`config.mk`:
```
export PLATFORM = sky130hd
export DESIGN_NAME = rr_arbiter4_flat
export DESIGN_NICKNAME = d
export VERILOG_FILES = /design/src/rtl/rr_arbiter4_pkg.sv /design/src/rtl/rr_arbiter4_if.sv /design/src/rtl/rr_arbiter4_dec2to4.sv /design/src/rtl/rr_arbiter4.sv /design/src/flat_wrapper.sv
export SDC_FILE = /design/constraint.sdc
export NUM_CORES = 1
export LEC_CHECK = 0
export ABC_AREA = 0
export BUFFER_PORTS_ARGS = -buffer_cell sky130_fd_sc_hd__buf_2
export CAP_MARGIN = 20
export CORE_ASPECT_RATIO = 1.1
export CORE_MARGIN = 3
export CORE_UTILIZATION = 59
export DETAILED_ROUTE_END_ITERATION = 8
export GPL_TIMING_DRIVEN = 0
export HOLD_SLACK_MARGIN = 0.05
export PLACE_DENSITY_LB_ADDON = 0.15
export REMOVE_ABC_BUFFERS = 1
export SKIP_CTS_REPAIR_TIMING = 1
export SYNTH_ARGS = -nofsm -noshare
export SYNTH_HDL_FRONTEND = slang
export SYNTH_SLANG_ARGS = --single-unit
```
`constraint.sdc`:
```
create_clock -name clk -period 5.4 [get_ports clk]
set_input_delay 1.08 -clock clk [delete_from_list [all_inputs] [get_ports clk]]
set_output_delay 1.08 -clock clk [all_outputs]
set_load 0.05 [all_outputs]
```
`src/rtl/rr_arbiter4_pkg.sv`:
```
//------------------------------------------------------------------------------
// rr_arbiter4_pkg - shared state encodings and sizing for the rr_arbiter4 slice
// Rev 1.0
//------------------------------------------------------------------------------
`default_nettype none

package rr_arbiter4_pkg;

  localparam int NUM_REQ = 4;
  localparam int IDX_W   = 2;

  typedef enum logic [1:0] {
    IDLE  = 2'd0,
    GRANT = 2'd1,
    REL   = 2'd2
  } state_t;

  // Rotation successor; wraps 3 -> 0 through the natural 2-bit overflow.
  function automatic logic [IDX_W-1:0] next_idx(input logic [IDX_W-1:0] idx);
    return idx + IDX_W'(1);
  endfunction

endpackage

`default_nettype wire

```
`src/rtl/rr_arbiter4_if.sv`:
```
//------------------------------------------------------------------------------
// rr_arbiter4_if - request/grant bundle between requesters and the arbiter
// Rev 1.0
//------------------------------------------------------------------------------
`default_nettype none

interface rr_arbiter4_if;
  import rr_arbiter4_pkg::*;

  logic               en;
  logic [NUM_REQ-1:0] req;
  logic [NUM_REQ-1:0] grant;
  logic [IDX_W-1:0]   gnt_idx;
  logic               gnt_valid;
  logic               timeout;

  modport master (
    output en, req,
    input  grant, gnt_idx, gnt_valid, timeout
  );

  modport slave (
    input  en, req,
    output grant, gnt_idx, gnt_valid, timeout
  );

endinterface

`default_nettype wire

```
`src/rtl/rr_arbiter4_dec2to4.sv`:
```
//------------------------------------------------------------------------------
// arb_dec2to4 - 2-to-4 one-hot decoder with enable; all-zero when disabled
// Rev 1.0
//------------------------------------------------------------------------------
`default_nettype none

module arb_dec2to4
  import rr_arbiter4_pkg::*;
(
  input  wire logic [IDX_W-1:0]   i_idx,
  input  wire logic               i_en,
  output logic      [NUM_REQ-1:0] o_onehot
);

  for (genvar i = 0; i < NUM_REQ; i++) begin : g_dec
    assign o_onehot[i] = i_en & (i_idx == IDX_W'(i));
  end

endmodule

`default_nettype wire

```
`src/rtl/rr_arbiter4.sv`:
```
//------------------------------------------------------------------------------
// rr_arbiter4 - registered 4-way round-robin arbiter with hold-until-release
// Rev 1.0
//------------------------------------------------------------------------------
`default_nettype none

module rr_arbiter4
  import rr_arbiter4_pkg::*;
#(
  parameter int MAX_HOLD = 8,
  parameter int CNT_W    = 8
)(
  input  wire logic       clk,
  input  wire logic       rst_n,
  rr_arbiter4_if.slave    bus
);

  state_t             r_state;
  logic [IDX_W-1:0]   r_ptr;
  logic [CNT_W-1:0]   r_hold_cnt;
  logic [NUM_REQ-1:0] r_grant;
  logic [IDX_W-1:0]   r_gnt_idx;
  logic               r_gnt_valid;
  logic               r_timeout;

  logic               w_found;
  logic [IDX_W-1:0]   w_winner;
  logic [NUM_REQ-1:0] w_dec;

  // Scan from ptr+3 down to ptr so the nearest set bit to ptr wins last.
  always_comb begin
    w_found  = 1'b0;
    w_winner = r_ptr;
    for (int k = NUM_REQ - 1; k >= 0; k--) begin
      if (bus.req[r_ptr + IDX_W'(k)]) begin
        w_found  = 1'b1;
        w_winner = r_ptr + IDX_W'(k);
      end
    end
  end

  arb_dec2to4 u_dec (
    .i_idx    (w_winner),
    .i_en     (w_found),
    .o_onehot (w_dec)
  );

  always_ff @(posedge clk or negedge rst_n) begin
    if (!rst_n) begin
      r_state     <= IDLE;
      r_ptr       <= '0;
      r_hold_cnt  <= '0;
      r_grant     <= '0;
      r_gnt_idx   <= '0;
      r_gnt_valid <= 1'b0;
      r_timeout   <= 1'b0;
    end else if (!bus.en) begin
      r_state     <= IDLE;
      r_hold_cnt  <= '0;
      r_grant     <= '0;
      r_gnt_valid <= 1'b0;
      r_timeout   <= 1'b0;
    end else begin
      case (r_state)
        IDLE: begin
          r_timeout <= 1'b0;
          if (w_found) begin
            r_state     <= GRANT;
            r_gnt_idx   <= w_winner;
            r_grant     <= w_dec;
            r_gnt_valid <= 1'b1;
            r_hold_cnt  <= CNT_W'(1);
          end else begin
            r_grant     <= '0;
            r_gnt_valid <= 1'b0;
          end
        end
        GRANT: begin
          if (!bus.req[r_gnt_idx] || (r_hold_cnt >= CNT_W'(MAX_HOLD))) begin
            // Releasing holder drops to lowest priority for the next round.
            r_state     <= REL;
            r_grant     <= '0;
            r_gnt_valid <= 1'b0;
            r_hold_cnt  <= '0;
            r_ptr       <= next_idx(r_gnt_idx);
            r_timeout   <= bus.req[r_gnt_idx];
          end else begin
            r_hold_cnt  <= r_hold_cnt + CNT_W'(1);
            r_timeout   <= 1'b0;
          end
        end
        REL: begin
          r_state   <= IDLE;
          r_timeout <= 1'b0;
        end
        default: begin
          r_state     <= IDLE;
          r_grant     <= '0;
          r_gnt_valid <= 1'b0;
          r_hold_cnt  <= '0;
          r_timeout   <= 1'b0;
        end
      endcase
    end
  end

  assign bus.grant     = r_grant;
  assign bus.gnt_idx   = r_gnt_idx;
  assign bus.gnt_valid = r_gnt_valid;
  assign bus.timeout   = r_timeout;

endmodule

`default_nettype wire
```
`src/flat_wrapper.sv`:
```
// flat-port wrapper written by rule: the top's interface ports become plain ports
module rr_arbiter4_flat import rr_arbiter4_pkg::*;
#(
  parameter int MAX_HOLD = 8,
  parameter int CNT_W    = 8
)
  (clk, rst_n, bus_en, bus_req, bus_grant, bus_gnt_idx, bus_gnt_valid, bus_timeout);
  rr_arbiter4_if bus_i ();
  input  wire logic clk;
  input  wire logic rst_n;
  input wire logic [$bits(bus_i.en)-1:0] bus_en;
  input wire logic [$bits(bus_i.req)-1:0] bus_req;
  output wire logic [$bits(bus_i.grant)-1:0] bus_grant;
  output wire logic [$bits(bus_i.gnt_idx)-1:0] bus_gnt_idx;
  output wire logic [$bits(bus_i.gnt_valid)-1:0] bus_gnt_valid;
  output wire logic [$bits(bus_i.timeout)-1:0] bus_timeout;
  assign bus_i.en = bus_en;
  assign bus_i.req = bus_req;
  assign bus_grant = bus_i.grant;
  assign bus_gnt_idx = bus_i.gnt_idx;
  assign bus_gnt_valid = bus_i.gnt_valid;
  assign bus_timeout = bus_i.timeout;
  rr_arbiter4 #(.MAX_HOLD(MAX_HOLD), .CNT_W(CNT_W)) u_core (.clk(clk), .rst_n(rst_n), .bus(bus_i));
endmodule
```
Word-level counts from Yosys, hierarchy flattened

Cells that the tools add are included.
Widths: inputs -> output; s select.

Memory bits (read-only): 0
Latch bits: 0
Memories kept: 0
Register bits after elaboration: 20
Logic and storage cells: 76
RAM bits: 0

Bitwise operators: 4
Equal/unequal tests: 8
$add $sub $neg: 5
$lt $le $gt $ge: 6
Div/mod/pow operators: 0
Reductions and logical operators: 9
Muxes and demuxes: 37
Multipliers: 0
Shift operators: 0

Operator list:

| kind                | number |
|---|---|
| $mux 8              | 3 |
| $pmux 8 s3          | 1 |
| $lt 2x3->1 const B  | 5 |
| $mux 1              | 15 |
| $mux 2              | 7 |
| $mux 4              | 3 |
| $pmux 4 s3          | 1 |
| $bmux 1 s2          | 5 |
| $add 8x1->8 const B | 1 |
| $ge 8x4->1 const B  | 1 |
| $eq 2x2->1 const B  | 3 |
| $reduce_and 2->1    | 3 |
| $reduce_and 3->1    | 2 |
| $add 2x1->2 const B | 2 |
| $add 2x2->2 const B | 2 |
| $and 1x1->1         | 4 |
| $eq 2x1->1 const B  | 2 |
| $logic_not 2->1     | 2 |
| $pmux 2 s2          | 1 |
| $ne 3x2->1 const B  | 1 |
| $ne 3x3->1 const B  | 1 |
| $pmux 1 s3          | 1 |
| $ne 2x2->1 const B  | 1 |
| $logic_not 1->1     | 1 |
| $logic_or 1x1->1    | 1 |

Logic depth before layout (Yosys ltp)

Gate-level depths: netlist of run 1.

Word-level depth: 12
Mapped depth: 5

Hierarchy

A second synthesis of run 1 with hierarchy kept.

Cells, all modules: 98
Area total of the unflattened synthesis: 1093.5 µm²

Modules (own cells, without submodules):

| module      | cells an instance | area an instance (µm²) | sequential area each (µm²) | times used |
|---|---|---|---|---|
| rr_arbiter4 | 94                | 1056.0                 | 500.5                      | 1 |
| arb_dec2to4 | 4                 | 37.5                   | 0.0                        | 1 |

Worst setup path after synthesis of run 1

OpenSTA, ideal clock, no wires.

Path type: input to register
From: input bus_req[3]
To: register u_core.r_ptr[1]
Path slack: 2.988 ns
Arrival time: 2.284 ns
Stages on the path: 5
Path buffers: 1
Cells stage by stage: mux4_2 and3_1 buf_6 nor2b_4 mux2_1

Cells in the longest elaborated chain, start to end: 5

RTL lines:

| element                           | line               | RTL |
|---|---|---|
| from (decl)                       | flat_wrapper.sv:12 | `input wire logic [$bits(bus_i.req)-1:0] bus_req;` |
| $bmux 1 s2                        | rr_arbiter4.sv:79  | `if (!bus.req[r_gnt_idx] \|\| (r_hold_cnt >= CNT_W'(MAX_HOLD))) begin` |
| $mux 1 (not written as such)      | rr_arbiter4.sv:79  |  |
| $logic_not 1->1                   | rr_arbiter4.sv:79  |  |
| $logic_or 1x1->1                  | rr_arbiter4.sv:79  |  |
| $reduce_and 3->1 (no source line) | -                  |  |
| to (signal assigned)              | rr_arbiter4.sv:85  | `r_ptr <= next_idx(r_gnt_idx);` |
| to (decl)                         | rr_arbiter4.sv:19  | `logic [IDX_W-1:0] r_ptr;` |

No other way between the ends. The select of a mux whose other input is x is not followed.
A chain may end at the register's enable or synchronous reset.

Worst setup path in the final report of run 1

Same ends and word-level chain as after synthesis.

==> results.md, run 1 <==
Run status:
- The run finished with clean final reports.

Clocking:
- The number of clock sinks seen by CTS is 20.
- The longest clock path from root to sink contains 2 buffers.
- The number of CTS-inserted buffers is 3.
- The clock tree from TritonCTS is done.
- The clock latency on the worst-skew pair is 0.30 ns.
- The depth of the CTS H-tree is 1.
- The root buffer cell chosen for the clock tree is clkbuf_4.
- Clock-pin slew was measured on the worst setup and hold paths at 0.12 ns.

STA:
- Static timing analysis puts the maximum clock frequency at 0.432 GHz.
- The final clock skew is 0.00959 ns.
- The total count of hold-check failures in the final report is 0.
- The final clock period utilization by the worst path is 0.429.
- Subtracting the final worst setup slack from the clock period gives 2.31 ns.
- Setup repair after global routing left no endpoint under its margin.
- Summed over all failing endpoints, the final setup total negative slack is 0 ns.
- The worst pin sits at a relative slew slack of 0.649.
- The number of setup violations in the final report is 0.
- The worst-margin pin slew is 0.522 ns.
- The max-slew violation total from the final report is 0.
- The worst hold slack across all endpoints is 0.525 ns.

Min path:
- The class of the worst hold path is reg -> reg.
- The hold-critical path depth is 2.

Setup path:
- The category of the critical setup timing path is in -> reg.
- Along the worst path, the maximum fanout reaches 8.
- The worst setup path is captured at a register.
- STA puts the critical path data required time at 5.59 ns.
- Setup slack on the worst reg-to-reg path comes out at 3.50 ns.
- The length in cells of the worst reg-to-reg path is 4.
- The critical path startpoint category is an input pin.
- The data arrival time at the worst-slack endpoint is 2.50 ns.

Floorplanning:
- The initial cell density of the core is 0.646.
- The area of the die is 2310 um^2.
- The core region area is 1610 um^2.
- The vertical die dimension is 50.1 um.
- The initialized floorplan defines 15 standard-cell rows.
- The die width is 46.1 um.
- Pin placement for this block handled 15 I/O pins.

Synth:
- Synthesis handed over a netlist of 101 instances.
- The async set-or-reset flop fraction in the synthesized netlist is 1.00.
- The share of synthesized cell area in and, or, nand and nor gates is 0.196.
- The share of the yosys chip area belonging to registers is 0.480.
- A synthesized cell averages 10.3 um^2.
- Of the total synthesized cell area, the portion taken by XOR and XNOR cells is 0.00840.
- The synthesized-area fraction occupied by ao, oa, aoi and oai cells was 0.178.
- The fraction of synthesized area in multiplexers is 0.0636.
- The post-synthesis cell type count is 38.
- Of the total synthesized cell area, the portion taken by full adders, half adders and majority gates is 0.0240.
- The warning count from the yosys run is 0.
- Synthesis inferred 20 register bits.
- The primary flip-flop cell chosen by synthesis mapping is dfrtp_1.
- The number of synthesized flops with an enable pin is 0.
- By area, the combinational part of the netlist is dominated by simple AND/OR/NAND/NOR gates.
- The synthesized cell area is 1040 um^2.

GRT:
- For this run the aggregate overflow at the end of global routing stands at 0.
- The first global-routing pass estimated 3460 um of wire.
- The number of antenna violations at the first check in global routing came to 0.
- In the global route stage, overall resource usage came out at 0.203.
- Entering global routing, the biggest net connects 21 pins.
- The number of global-route vias before repair is 843.

Route:
- The via total after detailed routing is 819.
- The number of DRC violations after detailed routing is 0.
- The average wire per standard cell is 14.6 um.
- The violation count after the first detailed-routing iteration is 7.
- For this run, the detailed router's first-pass iteration total came to 4.
- For this block, the routed nets add up to 1960 um of wire.
- The count of nets left with antenna violations once routing finished came out at 0.
- Dividing the detail-routed via count by the number of cells gives 6.11.

Final layout:
- After routing the design area is 1170 um^2.
- The layout-stage area growth over the synthesis result is 12.4%.
- 0 antenna diodes ended up in the layout.
- Of the cells placed in the final design, the portion with a size suffix greater than 1 is 0.205.
- The number of nets in the layout is 127.

Placement:
- Summing all placed instances gives a cell area of 1120 um^2.
- Routability-driven placement finished with a final weighted congestion of 0.806.
- The final HPWL from detailed placement is 1450 um.
- The number of buffer cells added on primary ports is 14.

Power and ir drop:
- The total leakage power is 0.533 nW.
- The worst ir drop on vdd is 0.368 mV.
- Dividing total power by cell area gives a power density of 474 nW/um^2.

Run:
- The count of maximum capacitance violations is 0.
[sequential cells by signal, summed over array words and instances, names as in the netlist]
signal,flops
u_core.bus.timeout,1
u_core.bus.grant,4
u_core.bus.gnt_valid,1
u_core.r_ptr,2
u_core.r_state,2
u_core.r_hold_cnt,8
u_core.bus.gnt_idx,2
[final cells by class]
class / instances / area [um^2]
clock buffer: 3 / 22.5
clock inverter: 1 / 30.0
fill: 120 / 443
inverter: 10 / 37.5
multi-input combinational: 69 / 489
sequential: 20 / 500
tap: 17 / 21.3
timing repair buffer: 14 / 70.1
[power by group]
part	total (W)	switching (W)	leakage [nW]	internal, W
sequential	0.000216	0.0000340	0.264	0.000182
clock	0.000121	0.0000456	0.0279	0.0000750
combinational	0.000218	0.000142	0.241	0.0000764
total	0.000555	0.000222	0.533	0.000333
[cells in the final DEF, fill, tap and decap left out, types with 3 or more instances in the layout]
master and n:
a31oi_1 3, buf_2 14, clkbuf_4 3, dfrtp_1 20
inv_1 10, nand2_1 6, nor2_1 6, nor2b_1 6
nor3_1 3, o21ai_0 5, o32ai_1 4
[routing by layer]
layer  up-vias  GRT usage  wire length (um)
li1        401          -                 -
met1       400      0.227               866
met2        14      0.353               993
met3         4     0.0328                63
met4         0     0.0995                34
met5         -          0                 0
[metrics by stage]
| stage | worst slack, ns | total power (W) | instances | utilization |
|---|---|---|---|---|
| detailed placement | 2.78 | 0.000438 | 130 | 0.693 |
| global placement | 2.80 | 0.000431 | 130 | 0.693 |
| floorplan | 3.01 | 0.000384 | 99 | - |
| CTS | 3.10 | 0.000559 | 134 | 0.726 |
| global route | 3.04 | 0.000589 | 134 | 0.726 |
| finish | 3.09 | 0.000555 | 134 | 0.726 |
[final timing paths]
| check | from | to |
|---|---|---|
| setup / recovery | bus_req[3] | u_core.r_ptr[1]$_DFFE_PN0P_ |
| hold reg to reg | u_core.r_hold_cnt[7]$_DFFE_PN0P_ | u_core.r_hold_cnt[7]$_DFFE_PN0P_ |
| setup reg to reg | u_core.r_hold_cnt[3]$_DFFE_PN0P_ | u_core.r_ptr[1]$_DFFE_PN0P_ |
| max in group asynchronous | rst_n | u_core.r_state[1]$_DFFE_PN0P_ |
| hold / removal | u_core.r_hold_cnt[7]$_DFFE_PN0P_ | u_core.r_hold_cnt[7]$_DFFE_PN0P_ |
| min in group asynchronous | rst_n | u_core.r_hold_cnt[6]$_DFFE_PN0P_ |
[synthesized netlist by cell type, types with 2 or more instances]
library cell | n | area (um^2)
a31oi_1 | 3 | 18.8
a41oi_1 | 2 | 17.5
and3_1 | 2 | 12.5
and3b_1 | 2 | 17.5
dfrtp_1 | 20 | 500
ha_1 | 2 | 25.0
inv_1 | 10 | 37.5
mux2_2 | 2 | 22.5
nand2_1 | 6 | 22.5
nand2b_1 | 2 | 12.5
nand3_1 | 2 | 10.0
nand4_1 | 2 | 12.5
nor2_1 | 6 | 22.5
nor2b_1 | 6 | 37.5
nor3_1 | 3 | 15.0
nor4_1 | 2 | 12.5
o21ai_0 | 5 | 25.0
o32ai_1 | 4 | 35.0
[critical path: stages]
cell and delay [ns]:
buf_2 0.14, mux4_2 0.50, and3_1 0.28, nor2b_4 0.17, mux2_1 0.32
[cell families (layout without fill, tap and decap cells)]
kind of cell | Yosys count | count (layout)
and+or+nand+nor | 36 | 36
DFF | 20 | 20
buffers and inverters | 12 | 28
xor gates and xnor gates | 1 | 1
muxes | 5 | 5
AOI/OAI and AO/OA | 25 | 25
adders and majority gates | 2 | 2
No activity file was read; power rests on OpenSTA's default activity.
==> inputs of run 2 (changes only) <==
--- a/config.mk
+++ b/config.mk
@@ -10,7 +10,7 @@
 export CAP_MARGIN = 20
 export CORE_ASPECT_RATIO = 1.1
 export CORE_MARGIN = 3
-export CORE_UTILIZATION = 59
+export CORE_UTILIZATION = 55
 export DETAILED_ROUTE_END_ITERATION = 8
 export GPL_TIMING_DRIVEN = 0
 export HOLD_SLACK_MARGIN = 0.05
==> constraint.sdc (replaced) <==
create_clock -name clk -period 2.3 [get_ports clk]
set_input_delay 0.46 -clock clk [delete_from_list [all_inputs] [get_ports clk]]
set_output_delay 0.46 -clock clk [all_outputs]
set_load 0.05 [all_outputs]
==> results.md, run 2 (synthesized netlist as in run 1, its figures left out) <==
STA:
- The final clock period utilization by the worst path is 0.830.
- The worst-case setup margin in the final layout is 0.392 ns (-2.69 ns).
- The minimum clock period is 1.91 ns.
- The worst-case headroom to the max-slew limit is 0.631 (-0.0174).
- The max-slew violation total from the final report is 0 (unchanged).
- The final sum of negative setup slack is 0 ns (unchanged).
- The total count of hold-check failures in the final report came to 0 (unchanged).
- The worst-margin pin slew came to 0.550 ns (+0.0273 ns).
- The maximum clock frequency is 0.524 GHz.
- The number of setup violations in the final report is 0 (unchanged).
- Setup repair after global routing left no endpoint under its margin.
- The final clock skew came to 0.00629 ns (-0.00330 ns).

Final layout:
- The share of final-layout standard cells stronger than drive strength 1 came to 0.205 (unchanged).
- The number of nets in the layout was 127 (unchanged).
- The number of fill cells is 128 (+6.7%).
- The most common cell after layout, fill and taps aside is dfrtp_1.
- The count of antenna diodes in the layout is 0 (unchanged).
- The post-route cell area is 1170 um^2 (unchanged).
- The number of flip-flops in the largest register is 8 (unchanged).
- The top cell types in the final layout, fill and taps aside, are 20 x dfrtp_1, 14 x buf_2, 10 x inv_1.
- The layout-stage area growth over the synthesis result was 12.4% (unchanged).
- The top register by number of flip-flops is u_core.r_hold_cnt.

Route:
- The via total after detailed routing is 837 (+2.2%).
- The number of DRC violations after detailed routing was 0 (unchanged).
- The via-per-instance ratio is 6.25 (+2.2%).
- The total routed wirelength is 2070 um (+5.8%).
- The violation count after the first detailed-routing iteration came to 21 (+14).
- The number of iterations in the first detailed-routing pass is 4 (unchanged).
- The number of antenna-violating nets in the routed design is 0 (unchanged).
- The average wire per standard cell was 15.5 um (+5.8%).

Setup path:
- The length in cells of the worst reg-to-reg path is 4 (unchanged).
- The largest driver fanout on the critical path is 6 (-2).
- The worst setup path is of the reg -> reg kind.
- The data arrival time at the worst-slack endpoint is 2.10 ns (-0.40 ns).
- The required arrival time at the worst endpoint is 2.49 ns (-3.10 ns).
- The endpoint identified for the worst register-to-register timing path is u_core.r_ptr[1]$_DFFE_PN0P_.
- The launch point of the worst reg-to-reg path is u_core.bus.gnt_idx[0]$_DFFE_PN0P_.
- The kind of capture point of the worst setup path is a register.
- The internal reg-to-reg setup slack was 0.39 ns (-3.11 ns).
- The worst setup path is launched from a register.

Floorplanning:
- The vertical die dimension came to 51.7 um (+3.1%).
- The number of rows created at floorplan is 15 (unchanged).
- The I/O pin count was 15 (unchanged).
- The area of the die was 2450 um^2 (+6.3%).
- The die width is 47.5 um (+3.1%).
- The initial cell density of the core came to 0.624 (-0.0218).
- The core region area is 1670 um^2 (+3.5%).

Placement:
- The number of buffer cells added on primary ports was 14 (unchanged).
- The final HPWL from detailed placement came to 1550 um (+6.4%).
- The placed cell area is 1120 um^2 (unchanged).
- The setup slack after placement is 0.288 ns (-2.49 ns).
- The weighted congestion at the end of routability-driven global placement is 0.788 (-2.2%).

Min path:
- The min-delay analysis places its worst path in the category in -> async.

Clocking:
- In this run the clock root is driven by a clkbuf_4.
- The number of CTS-inserted buffers is 3 (unchanged).
- The largest buffer count on any clock path is 2 (unchanged).
- The depth of the CTS H-tree is 1 (unchanged).
- The clock-pin slew on the worst setup and hold paths came to 0.12 ns (about the same).
- The number of clock sinks seen by CTS is 20 (unchanged).
- The clock latency on the worst-skew pair came to 0.30 ns (about the same).
- The clock tree from TritonCTS is done.

GRT:
- The global router's overall resource usage is 0.216 (+0.0125).
- The largest net degree at the start of global routing is 21 (unchanged).
- The total global routing overflow is 0 (unchanged).
- The number of global-route vias before repair is 830 (-1.5%).
- The number of antenna violations at the first check in global routing is 0 (unchanged).
- The global-route wire length before repair is 3780 um (+9.2%).

Run:
- The count of maximum capacitance violations was 0 (unchanged).

Power and ir drop:
- The total power density per cell area came to 1120 nW/um^2 (+140%).
- The worst ir drop on vdd is 0.971 mV (+160%).
- The total power draw is 0.00131 W (+140%).
- The total leakage power is 0.533 nW (unchanged).

Run status:
- The run finished with clean final reports.
==> run 2: layout make-up <==
class	count	area, um^2	area share
clock inverters	1	30.0	0.0256
clock buffers	3	22.5	0.0192
repair buffers	14	70.1	0.0598
inverters	10	37.5	0.0321
multi-input cells	69	489	0.418
flip-flops and latches	20	500	0.427
well taps	17	21.3	0.0182
==> run 2: how the worst max path moves through the flow <==
stage	slack, ns	end	depth (start not counted)	startpoint
2_1_floorplan	0.19	u_core.r_ptr[1]$_DFFE_PN0P_	4	u_core.bus.gnt_idx[0]$_DFFE_PN0P_
4_1_cts	0.39	u_core.r_ptr[1]$_DFFE_PN0P_	4	u_core.bus.gnt_idx[0]$_DFFE_PN0P_
3_3_place_gp	0.30	u_core.r_ptr[1]$_DFFE_PN0P_	5	bus_req[3]
6_report	0.39	u_core.r_ptr[1]$_DFFE_PN0P_	4	u_core.bus.gnt_idx[0]$_DFFE_PN0P_
5_1_grt	0.29	u_core.r_ptr[1]$_DFFE_PN0P_	4	u_core.r_hold_cnt[3]$_DFFE_PN0P_
3_5_place_dp	0.29	u_core.r_ptr[1]$_DFFE_PN0P_	5	bus_req[3]
==> run 2: per-stage QoR <==
stage | utilization | cells | hold slack, ns
after detailed placement | 0.670 | 130 | 0.423
after global routing | 0.701 | 134 | 0.0805
after global placement | 0.670 | 130 | 0.424
after CTS | 0.701 | 134 | 0.0796
final | 0.701 | 134 | 0.0732
after floorplan | - | 99 | 0.164
==> run 2: worst max-delay path: stages (launching register included) <==
cell,delay (ns)
dfrtp_1,0.46
mux4_2,0.54
and3_1,0.29
nor2b_4,0.18
mux2_1,0.33
==> run 2: metal layers <==
layer,track usage,wire [um],up-vias
met5,0,0,-
met1,0.295,892,399
met3,0.0311,122,2
met4,0.0829,17,0
met2,0.335,1040,34
li1,-,-,402
==> run 2: power breakdown <==
part | total, W | internal [W] | switching [W]
Sequential | 0.000505 | 0.000426 | 0.0000789
Clock | 0.000285 | 0.000176 | 0.000109
Combinational | 0.000522 | 0.000179 | 0.000343
Total | 0.00131 | 0.000782 | 0.000531
==> inputs of run 3 (changes only) <==
==> constraint.sdc (replaced) <==
create_clock -name clk -period 1.8 [get_ports clk]
set_input_delay 0.36 -clock clk [delete_from_list [all_inputs] [get_ports clk]]
set_output_delay 0.36 -clock clk [all_outputs]
set_load 0.05 [all_outputs]
==> results.md, run 3 (synthesized netlist as in run 1, its figures left out) <==
Run status:
- The flow ran to the end, and the final reports show no timing, DRC or antenna violations.

STA:
- The final clock skew is 0.00980 ns (+0.00350 ns).
- The worst-margin pin slew was 0.572 ns (+0.0220 ns).
- Setup repair after global routing left no endpoint under its margin.
- The max-slew violation total from the final report was 0 (unchanged).
- The maximum clock frequency came to 0.583 GHz (+11%).
- The final clock period utilization by the worst path is 0.953 (+0.123).
- The worst-case headroom to the max-slew limit came to 0.616 (-0.0147).
- The worst-case setup margin in the final layout came to 0.0849 ns (-0.307 ns).
- The final sum of negative setup slack is 0 ns (unchanged).
- The worst hold slack across all endpoints came to 0.320 ns (+0.247 ns).
- The minimum clock period came to 1.72 ns (-0.193 ns).
- The total count of hold-check failures in the final report is 0 (unchanged).
- The number of setup violations in the final report is 0 (unchanged).

GRT:
- The global-route wire length before repair is 3780 um (unchanged).
- The total global routing overflow is 0 (unchanged).
- The number of global-route vias before repair is 830 (unchanged).
- The number of antenna violations at the first check in global routing was 0 (unchanged).
- The global router's overall resource usage is 0.216 (unchanged).
- The largest net degree at the start of global routing came to 21 (unchanged).

Setup path:
- The critical path startpoint category is a register.
- The beginning of the critical path is u_core.bus.gnt_idx[0]$_DFFE_PN0P_.
- The required arrival time at the worst endpoint is 1.99 ns (-0.50 ns).
- The largest incremental delay on the critical path is 0.52 ns (-0.02 ns).
- The data arrival time at the worst-slack endpoint is 1.90 ns (-0.20 ns).
- The worst setup path is of the reg -> reg kind.
- The largest driver fanout on the critical path was 6 (unchanged).
- The last element of the critical path is u_core.r_ptr[1]$_DFFE_PN0P_.
- The critical path goes through mux4_2 > and3_4 > nor2b_4 > mux2_1.
- Among all stages on the critical path, the largest delay is contributed by mux4_2.
- The length in cells of the worst reg-to-reg path was 4 (unchanged).
- STA classifies the critical path endpoint as a register.
- The launch point of the worst reg-to-reg path is u_core.bus.gnt_idx[0]$_DFFE_PN0P_.
- The internal reg-to-reg setup slack was 0.08 ns (-0.31 ns).
- The endpoint of the worst register-to-register path is u_core.r_ptr[1]$_DFFE_PN0P_.

Power and ir drop:
- The total leakage power is 0.543 nW (+1.9%).
- The total power density per cell area is 1430 nW/um^2 (+27%).
- The worst ir drop on vdd is 1.27 mV (+31%).

Clocking:
- The clock-pin slew on the worst setup and hold paths is 0.12 ns (about the same).
- The clock latency on the worst-skew pair was 0.30 ns (about the same).
- The clock tree from TritonCTS is done.
- The number of CTS-inserted buffers is 3 (unchanged).
- The number of clock sinks seen by CTS is 20 (unchanged).
- The buffer cell driving the clock tree root is clkbuf_4.
- The largest buffer count on any clock path was 2 (unchanged).
- The depth of the CTS H-tree is 1 (unchanged).

Route:
- The number of antenna-violating nets in the routed design is 0 (unchanged).
- The total routed wirelength is 2140 um (+3.1%).
- The number of iterations in the first detailed-routing pass is 4 (unchanged).
- The violation count after the first detailed-routing iteration is 16 (-24%).
- The number of DRC violations after detailed routing was 0 (unchanged).
- The via-per-instance ratio is 6.31 (+1.0%).
- The via total after detailed routing was 858 (+2.5%).
- The average wire per standard cell is 15.7 um (+1.6%).

Floorplanning:
- The die width is 47.5 um (unchanged).
- The I/O pin count is 15 (unchanged).
- The area of the die is 2450 um^2 (unchanged).
- The number of rows created at floorplan was 15 (unchanged).
- The core region area is 1670 um^2 (unchanged).
- The vertical die dimension is 51.7 um (unchanged).
- The initial cell density of the core is 0.624 (unchanged).

Placement:
- The placed cell area came to 1120 um^2 (unchanged).
- The weighted congestion at the end of routability-driven global placement is 0.788 (unchanged).
- The setup slack after placement was -0.112 ns (-0.400 ns).
- The number of buffer cells added on primary ports is 14 (unchanged).
- The final HPWL from detailed placement is 1550 um (unchanged).

Final layout:
- Leaving out fill and tap cells, the most frequent cells in the layout are 19 x dfrtp_1, 14 x buf_2, 10 x inv_1.
- The share of final-layout standard cells stronger than drive strength 1 is 0.235 (+0.0302).
- The count of antenna diodes in the layout is 0 (unchanged).
- The number of flip-flops in the largest register is 8 (unchanged).
- The layout-stage area growth over the synthesis result is 15.2%.
- The post-route cell area is 1200 um^2 (+2.6%).
- The number of nets in the layout is 129 (+1.6%).
- The number of fill cells is 124 (-3.1%).
- The top register by number of flip-flops is u_core.r_hold_cnt.
- Leaving out fill and tap cells, the most frequent cell in the layout is dfrtp_1.

Min path:
- The class of the worst hold path is in -> reg.

Run:
- The count of maximum capacitance violations came to 0 (unchanged).
==> run 3: cell types whose count changed in the layout (fill, tap and decap cells not counted), sizes merged <==
cell and delta:
buf +1, dlygate4sd3 +1
==> run 3: worst min-delay path by stage <==
stage / startpoint / endpoint / slack, ns / depth (start not counted)
after CTS: rst_n / u_core.bus.grant[1]$_DFFE_PN0P_ / -0.02 / 1
after global routing: bus_en / u_core.r_hold_cnt[0]$_DFFE_PN0P_ / 0.31 / 2
after global placement: rst_n / u_core.bus.grant[2]$_DFFE_PN0P_ / 0.32 / 1
after floorplan: rst_n / u_core.bus.gnt_idx[0]$_DFFE_PN0P_ / 0.06 / 0
final: bus_en / u_core.r_hold_cnt[0]$_DFFE_PN0P_ / 0.32 / 2
after detailed placement: rst_n / u_core.bus.grant[2]$_DFFE_PN0P_ / 0.32 / 1
==> run 3: stage by stage <==
stage	std cells	util	total power, W
floorplan	99	-	0.00115
global placement	130	0.670	0.00130
detailed placement	130	0.670	0.00132
CTS	134	0.701	0.00169
global route	136	0.719	0.00182
finish	136	0.719	0.00171
==> run 3: cell type report <==
class / count / area, um^2 / share of cell area
flip-flops and latches: 20 / 502 / 0.418
inverters: 10 / 37.5 / 0.0313
well taps: 17 / 21.3 / 0.0177
clock buffers: 3 / 22.5 / 0.0188
multi-input cells: 69 / 500 / 0.417
clock inverters: 1 / 30.0 / 0.0250
repair buffers: 16 / 87.6 / 0.0729
==> run 3: routing by layer <==
| metal | share of wire | GRT usage | up-vias |
|---|---|---|---|
| li1 | - | - | 408 |
| met1 | 0.43 | 0.295 | 422 |
| met2 | 0.51 | 0.335 | 26 |
| met3 | 0.051 | 0.0311 | 2 |
| met4 | 0.0080 | 0.0829 | 0 |
| met5 | 0 | 0 | - |
==> run 3: worst max-delay path: cells and delay by family (launching register included) <==
family	cells	cell delay [ns]
AND/OR/NAND/NOR	2	0.36
multiplexers	2	0.84
flip-flops	1	0.40
==> run 3: power breakdown <==
part	switching (W)	leakage (nW)	total [W]	internal, W
registers	0.0000939	0.263	0.000641	0.000547
logic	0.000452	0.252	0.000708	0.000256
clock network	0.000139	0.0279	0.000364	0.000225
